**src/rtl/noc_pkg.sv**
```systemverilog
// Shared definitions for the mesh NoC: port count and direction indices.
package noc_pkg;

   localparam int dirs_lp = 5;

   typedef enum logic [2:0] {
      P = 3'd0,
      W = 3'd1,
      E = 3'd2,
      N = 3'd3,
      S = 3'd4
   } dirs_e;

endpackage

```
**src/rtl/round_robin_arb.sv**
```systemverilog
// Round-robin arbiter: combinational grant, pointer advances past the
// granted requester only when the grant is consumed.
module round_robin_arb #(
   parameter int inputs_p = 5
) (
   input  logic                clk_i,
   input  logic                reset_i,
   input  logic [inputs_p-1:0] reqs_i,
   output logic [inputs_p-1:0] grants_o,
   output logic                v_o,
   input  logic                yumi_i
);

   localparam int ptr_width_lp = (inputs_p > 1) ? $clog2(inputs_p) : 1;

   typedef logic [ptr_width_lp:0] wide_t;

   logic [ptr_width_lp-1:0] ptr_r;
   logic [ptr_width_lp-1:0] grant_idx;
   logic                    found;
   wide_t                   cand;

   // Scan requesters starting at the pointer, wrapping modulo inputs_p.
   always_comb begin
      grants_o  = '0;
      grant_idx = '0;
      found     = 1'b0;
      cand      = '0;
      for (int k = 0; k < inputs_p; k++) begin
         cand = wide_t'(ptr_r) + wide_t'(k);
         if (cand >= wide_t'(inputs_p)) begin
            cand = cand - wide_t'(inputs_p);
         end
         if (!found && reqs_i[cand[ptr_width_lp-1:0]]) begin
            found     = 1'b1;
            grant_idx = cand[ptr_width_lp-1:0];
         end
      end
      if (found) begin
         grants_o[grant_idx] = 1'b1;
      end
   end

   assign v_o = found;

   always_ff @(posedge clk_i) begin
      if (reset_i) begin
         ptr_r <= '0;
      end else if (yumi_i && found) begin
         ptr_r <= (grant_idx == ptr_width_lp'(inputs_p - 1)) ? '0 : grant_idx + 1'b1;
      end
   end

endmodule

```
**src/rtl/mesh_router.sv**
```systemverilog
// Combinational 5-port XY-routing mesh router; the only state is one
// round-robin arbiter per output port.
module mesh_router
   import noc_pkg::*;
#(
   parameter int width_p        = 8,
   parameter int x_cord_width_p = 2,
   parameter int y_cord_width_p = 2
) (
   input  logic                             clk_i,
   input  logic                             reset_i,
   input  logic [dirs_lp-1:0][width_p-1:0]  data_i,
   input  logic [dirs_lp-1:0]               v_i,
   output logic [dirs_lp-1:0]               yumi_o,
   input  logic [dirs_lp-1:0]               ready_i,
   output logic [dirs_lp-1:0][width_p-1:0]  data_o,
   output logic [dirs_lp-1:0]               v_o,
   input  logic [x_cord_width_p-1:0]        my_x_i,
   input  logic [y_cord_width_p-1:0]        my_y_i
);

   dirs_e                           route [dirs_lp];
   logic [dirs_lp-1:0][dirs_lp-1:0] req;
   logic [dirs_lp-1:0][dirs_lp-1:0] grant;
   logic [dirs_lp-1:0]              arb_v;
   logic [dirs_lp-1:0]              xfer;

   // X is resolved fully before Y; a packet already at this tile goes to P.
   always_comb begin
      for (int i = 0; i < dirs_lp; i++) begin
         if (data_i[i][x_cord_width_p-1:0] < my_x_i) begin
            route[i] = W;
         end else if (data_i[i][x_cord_width_p-1:0] > my_x_i) begin
            route[i] = E;
         end else if (data_i[i][x_cord_width_p+y_cord_width_p-1:x_cord_width_p] < my_y_i) begin
            route[i] = N;
         end else if (data_i[i][x_cord_width_p+y_cord_width_p-1:x_cord_width_p] > my_y_i) begin
            route[i] = S;
         end else begin
            route[i] = P;
         end
      end
   end

   always_comb begin
      req = '0;
      for (int o = 0; o < dirs_lp; o++) begin
         for (int i = 0; i < dirs_lp; i++) begin
            req[o][i] = v_i[i] && (route[i] == dirs_e'(o));
         end
      end
   end

   for (genvar o = 0; o < dirs_lp; o++) begin : g_arb
      round_robin_arb #(
         .inputs_p (dirs_lp)
      ) arb (
         .clk_i    (clk_i),
         .reset_i  (reset_i),
         .reqs_i   (req[o]),
         .grants_o (grant[o]),
         .v_o      (arb_v[o]),
         .yumi_i   (xfer[o])
      );
   end

   // Reset hides all handshakes so packets wait upstream untouched.
   assign xfer = arb_v & ready_i & {dirs_lp{~reset_i}};
   assign v_o  = arb_v & {dirs_lp{~reset_i}};

   always_comb begin
      data_o = '0;
      yumi_o = '0;
      for (int o = 0; o < dirs_lp; o++) begin
         for (int i = 0; i < dirs_lp; i++) begin
            if (grant[o][i]) begin
               data_o[o] = data_i[i];
            end
            yumi_o[i] = yumi_o[i] | (grant[o][i] & xfer[o]);
         end
      end
   end

endmodule

```
**config.mk**
```make
export PLATFORM = sky130hd
export DESIGN_NAME = mesh_router
export DESIGN_NICKNAME = d
export VERILOG_FILES = /design/src/rtl/noc_pkg.sv /design/src/rtl/round_robin_arb.sv /design/src/rtl/mesh_router.sv
export SDC_FILE = /design/constraint.sdc
export NUM_CORES = 1
export LEC_CHECK = 0
export BUFFER_PORTS_ARGS = -buffer_cell sky130_fd_sc_hd__buf_2
export CORE_ASPECT_RATIO = 0.5
export CORE_MARGIN = 8
export CORE_UTILIZATION = 55
export DETAILED_ROUTE_END_ITERATION = 8
export PLACE_DENSITY = 0.81
export RECOVER_POWER = 100
export SYNTH_ARGS = -nofsm -noshare
export SYNTH_HDL_FRONTEND = slang
export SYNTH_SLANG_ARGS = --single-unit
```
**constraint.sdc**
```tcl
create_clock -name clk_i -period 5.3 [get_ports clk_i]
set_input_delay 0.795 -clock clk_i [delete_from_list [all_inputs] [get_ports clk_i]]
set_output_delay 0.795 -clock clk_i [all_outputs]
set_load 0.03 [all_outputs]
```
==> results.yml, run 1 <==
final_layout:
  fin_area_um2: 11200
  area_growth_pct: 24.2
  largest_reg_flops: 15
  drive_above_1_share_pct: 28.4
  utilization_pct: 69.2
  nNetsFinal: 1599
  reg_top3: "g_arb.arb.ptr_r (15)"
  final_cell_mix: "150 x buf_4, 98 x nand2_1, 97 x buf_2, 80 x inv_1, 80 x nor2_1"
  fill_cells: 1420
  largest_register: "g_arb.arb.ptr_r"
  diodes: 0
  final_common_cell: "buf_4"
timing:
  hold_violations: 0
  finalSetupTns_ps: 0
  slew_headroom_pct: 53.1
  rsz0062_at_grt: "yes"
  setup_viol: 0
  period_share_pct: 99.3
  fin_crit_ps: 5260
  hold-worst-slack_ps: 578
  slew_viol_final: 0
  worst_slew_pin_slew_ps: 699
  skew_ps: 2.35
  fmax_mhz: 190
detailed_routing:
  first_pass_iters: 9
  ant_nets: 0
  route.detailed.drc: 11
  avgViaCountPerCell: 7.12
  vias: 12100
  drt_iter0_markers: 1443
  wl_per_cell_um: 23.3
  wirelength_um: 39500
worst_setup_path:
  r2r-start: "g_arb[4].arb.ptr_r[0]$_SDFFE_PP0P_"
  critPathMaxFanout: 4
  path_cells: "buf_2, inv_2, buf_4, ha_4, nand3_4, or4_4, mux4_2, o21bai_4, a2111oi_4, and3_4, a221o_1, buf_6, buf_4, nand2_1, o221ai_1, a221o_1, buf_2"
  startpoint_type: "input port"
  cp-startpoint: "my_x_i[1]"
  max_stage_delay_ps: 530
  cp.arrival_ps: 4470
  slowest_stage: "mux4_2"
  cp.required_ps: 4510
  cp-end-kind: "primary output"
  path_class: "in -> out"
logic_synthesis:
  yosys_most_used_dff: "dfxtp_1"
  postSynthAreaPerCell_um2: 7.20
  syn_area_um2: 9040
  synthArstFlopShare_pct: 0
  ys_types: 125
  yosysWarnings: 0
  syn-num-nets: 1388
  netlist_instances: 1257
  ys_ff_latch: 15
  synth-edff-count: 0
  yosysSeqAreaShare_pct: 3.32
clock_tree:
  cts.clk_slew.worst_paths_ps: 70
  cts_tree: "yes"
  cts_inserted_buffers: 3
  cts.sinks: 15
  cts-root-buf: "clkbuf_16"
  cts.htree.levels: 1
  ctsLongestPathBuffers: 2
  clock_latency_ps: 280
placed_design:
  port_buffers: 105
  place_congestion: 1.15
  placed_area_um2: 10700
  dp.final_hpwl_um: 31100
run_status:
  status: "complete, but fails checks"
  violations: "design-rule violations"
floorplanning:
  pin_count: 106
  start_util_pct: 55.7
  fp.coreArea_um2: 16200
  fp.dieW_um: 197
  placement_rows: 33
  die_h_um: 107
  dieArea_um2: 21100
global_route:
  antenna_found_initial: 0
  grt_overflow_total: 0
  grt_pass1_vias: 11000
  grt_first_pass_wirelength_um: 59500
  grt.total_usage_pct: 34.7
  grt_start_max_net_pins: 25
flow_run:
  maxCapViolCount: 0
hold_path:
  hold_start: "g_arb[2].arb.ptr_r[2]$_SDFFE_PP0P_"
  hp-class: "reg -> reg"
## cells by family after synthesis
kind of cell	after synthesis	share of synthesized area (%)
and+or+nand+nor	516	32.2
AOI/OAI and AO/OA	435	37.8
buffers and inverters	140	6.89
adders and majority gates	75	10.8
muxes	62	7.59
DFF	15	3.32
xor gates and xnor gates	14	1.44
## layer usage
layer  up-vias  global-route usage [%]  part of all wire (%)
li1       5333                       -                     -
met1      5620                    45.9                    40
met2       902                    54.5                    43
met3       202                    8.16                    12
met4         0                    12.4                   4.5
met5         -                       0                     0
## per-stage QoR
stage,setup WS [ps],cells
floorplan,79.0,1257
global placement,-162,1675
detailed placement,-143,1675
CTS,0.837,1681
global route,-104,1694
finish,38.1,1694
## worst paths after layout
| check | end | slack (ps) | cells after the start |
|---|---|---|---|
| setup reg to reg | g_arb[4].arb.ptr_r[2]$_SDFFE_PP0P_ | 870 | 16 |
| hold / removal | g_arb[2].arb.ptr_r[2]$_SDFFE_PP0P_ | 580 | 2 |
| setup / recovery | yumi_o[4] | 40 | 17 |
| hold reg to reg | g_arb[2].arb.ptr_r[2]$_SDFFE_PP0P_ | 580 | 2 |
## synth_stat cells (13+ instances only)
library cell  count  area [um^2]
nor4_1           15         93.8
o221ai_1         14          123
a21oi_1          57          285
clkbuf_1         13         48.8
or2_2            17          106
and3_1           17          106
mux2i_1          48          480
and2_1           22          138
o31ai_1          13         97.6
a32oi_1          13          114
dfxtp_1          15          300
or3_1            23          144
a31oi_1          29          181
inv_1            84          315
nor2b_1          35          219
o21ai_1          14         70.1
a22oi_1          22          165
nor2_1           81          304
nand2b_1         44          275
o21ai_0          42          210
ha_1             70          876
nand3_1          39          195
buf_2            24          120
o211ai_1         29          218
a211oi_1         20          150
nor3_1           37          185
nand2_1          99          372
## critical path, delay by kind of cell
family / cells / cell delay (ps)
AOI/OAI and AO/OA: 5 / 1170
and+or+nand+nor: 4 / 860
buffers and inverters: 6 / 820
muxes: 1 / 530
adders and majority gates: 1 / 280
## final cells by class
type / count / area (um^2) / area share (%)
flip-flops and latches: 15 / 308 / 2.74
inverters: 90 / 354 / 3.15
clock inverters: 1 / 5.00 / 0.0445
multi-input cells: 1102 / 8460 / 75.3
well taps: 227 / 284 / 2.53
clock buffers: 3 / 75.1 / 0.668
repair buffers: 256 / 1750 / 15.6
## timing repair
| item | 4_1_cts | 5_1_grt |
|---|---|---|
| endpoints found under the setup margin | 19 | 45 |
| gates resized for setup | 13 | 81 |
| hold buffers | 0 | 0 |
| setup buffers | 2 | 13 |
| pin swaps | 2 | 18 |
Power of run 1 is not shown: default switching activity piles up to over one toggle a cycle in this logic, so the estimate is an artifact.
==> run 2: changes to the inputs <==
- SYNTH_HIERARCHICAL: unset -> 1
==> results.yml, run 2 <==
run_status:
  status: "complete, but fails checks"
  violations: "negative setup slack"
timing:
  setup_viol: 37
  hold-worst-slack_ps: 568
  slew_headroom_pct: 55.2
  hold_violations: 0
  skew_ps: 0.786
  worst_slew_pin_slew_ps: 666
  slew_viol_final: 0
  fmax_mhz: 171
  fin_ws_ps: -552
  rsz0062_at_grt: "yes"
  period_share_pct: 110
  fin_crit_ps: 5850
detailed_routing:
  wl_per_cell_um: 22.8
  first_pass_iters: 7
  wirelength_um: 42400
  vias: 12900
  avgViaCountPerCell: 6.94
  ant_nets: 0
  drt_iter0_markers: 1398
  route.detailed.drc: 0
global_route:
  top_usage_layer: "met2"
  use_met1_pct: 42.6
  grt.total_usage_pct: 34.1
  grt_first_pass_wirelength_um: 61300
  antenna_found_initial: 1
  grt_pass1_vias: 11500
  grt_overflow_total: 0
  grt_start_max_net_pins: 29
  grtUsageMet2_pct: 57.0
  use_met3_pct: 6.80
placed_design:
  place_ws_ps: -631
  dp.final_hpwl_um: 30400
  port_buffers: 105
  place_congestion: 1.02
final_layout:
  nNetsFinal: 1751
  reg_top3: "g_arb.arb/ptr_r (15)"
  diodes: 0
  fill_cells: 1161
  final_cell_mix: "240 x buf_4, 142 x nand2_1, 85 x nor2_1, 74 x a21oi_1, 62 x buf_2"
  largest_register: "g_arb.arb/ptr_r"
  largest_reg_flops: 15
  utilization_pct: 79.1
  final_common_cell: "buf_4"
  drive_above_1_share_pct: 36.8
  area_growth_pct: 39.7
worst_setup_path:
  cp.required_ps: 4510
  critPathMaxFanout: 7
  path_class: "in -> out"
  r2r-start: "g_arb[1].arb/ptr_r[1]$_SDFFE_PP0P_"
  cp-end-kind: "primary output"
  cp.arrival_ps: 5060
  cp-startpoint: "data_i[18]"
  startpoint_type: "input port"
logic_synthesis:
  synth_top_area_cell: "ha_1"
  syn_area_um2: 9330
  synthTopCellsByArea: "ha_1 8.0%, nand2_1 6.3%, mux2i_1 5.6%"
  synth-edff-count: 0
  yosysWarnings: 6
  yosys-top-cells-count: "156 x nand2_1, 100 x nor2_1, 85 x a21oi_1"
  netlist_instances: 1345
  postSynthAreaPerCell_um2: 6.94
  ys_types: 100
  yosysSeqAreaShare_pct: 3.22
  yosys_most_used_dff: "dfxtp_1"
  synth_most_common_cell: "nand2_1"
  ys_ff_latch: 15
  syn-num-nets: 1466
  synth_top_area_share_pct: 8.05
  synthArstFlopShare_pct: 0
power:
  ir_drop_mv: 0.814
  powerDensity_nw_per_um2: 698
  power_mw: 9.11
  p_leak_nw: 5.36
hold_path:
  hold_start: "g_arb[3].arb/ptr_r[2]$_SDFFE_PP0P_"
  hp-class: "reg -> reg"
clock_tree:
  cts.sinks: 15
  cts_hold_buffers: 0
  clock_latency_ps: 260
  ctsLongestPathBuffers: 2
  cts_tree: "yes"
  cts_inserted_buffers: 3
  cts.htree.levels: 1
  cts-root-buf: "clkbuf_16"
  cts.clk_slew.worst_paths_ps: 60
floorplanning:
  start_util_pct: 56.6
  die_h_um: 108
  fp.dieW_um: 200
  dieArea_um2: 21600
  fp.coreArea_um2: 16500
  pin_count: 106
  placement_rows: 33
flow_run:
  maxCapViolCount: 0
-- run 2: cell count changes after synthesis, moves of 15 or more --
cell      delta
a22oi_1     +16
inv_1       -36
a21o_1      +18
or2_2       -16
nand2_1     +57
nor3_1      +25
nor2_1      +19
a21oi_1     +28
nand3_1     -17
nand2b_1    +18
buf_4       +15
-- run 2: critical path, cell delays in order --
cell	delay, ps
buf_2	120
inv_1	90
ha_1	270
nor2b_4	70
o21ai_1	150
buf_4	150
nor2_1	60
mux4_2	480
or2_1	230
a21oi_2	170
nor2_2	70
buf_4	130
buf_4	140
o41ai_1	520
a32oi_2	160
buf_4	190
a221oi_2	200
buf_4	220
buf_4	160
nand2b_1	70
mux2i_1	370
a31oi_4	60
buf_6	170
-- run 2: report_power, final --
group / leakage [nW] / internal (mW) / switching (mW)
combinational: 5.19 / 3.47 / 5.32
sequential: 0.122 / 0.134 / 0.0307
clock: 0.0409 / 0.101 / 0.0603
total: 5.36 / 3.70 / 5.41
-- run 2: cell families after synthesis --
group,Yosys count,synth area share (%)
AO/OA/AOI/OAI,422,33.6
XOR/XNOR,28,2.63
adder cells (fa/ha/maj),65,9.12
buffers and inverters,134,7.42
flip-flops,15,3.22
multiplexers,67,7.74
AND/OR/NAND/NOR,614,36.3
-- run 2: path summary, 6_finish.rpt --
path                                                            to  slack (ps)  cells past startpoint
worst max-delay path                                    data_o[33]        -550                     23
worst max register to register  g_arb[1].arb/ptr_r[0]$_SDFFE_PP0P_        1180                     14
worst min register to register  g_arb[3].arb/ptr_r[2]$_SDFFE_PP0P_         570                      2
worst min-delay path            g_arb[3].arb/ptr_r[2]$_SDFFE_PP0P_         570                      2
-- run 2: final cells by class --
type	count	area [um^2]	share of cell area [%]
multi-input cells	1196	9390	72.0
repair buffers	356	2740	21.0
flip-flops and latches	15	303	2.32
well taps	227	284	2.18
inverters	58	239	1.83
clock buffers	3	75.1	0.576
clock inverters	1	5.00	0.0384
-- run 2: stage by stage --
stage,area (um^2),cells,TNS (ps)
2_1_floorplan,9540,1345,-56.9
3_3_place_gp,11500,1812,-4860
3_5_place_dp,11500,1812,-7870
4_1_cts,12100,1829,-3580
5_1_grt,13000,1856,-14140
6_report,13000,1856,-9070
-- run 2: repair_timing --
action	CTS	global route
setup buffers	16	28
setup endpoints to repair	38	45
cloned	0	0
gates resized for setup	119	175
pin swaps	37	46
-- run 2: routing by layer --
layer	share of wire, %	wire length (um)
met5	0.047	20
met4	5.6	2370
met3	11	4840
met2	45	19000
met1	38	16200
Power figures use the tool's default switching activity.
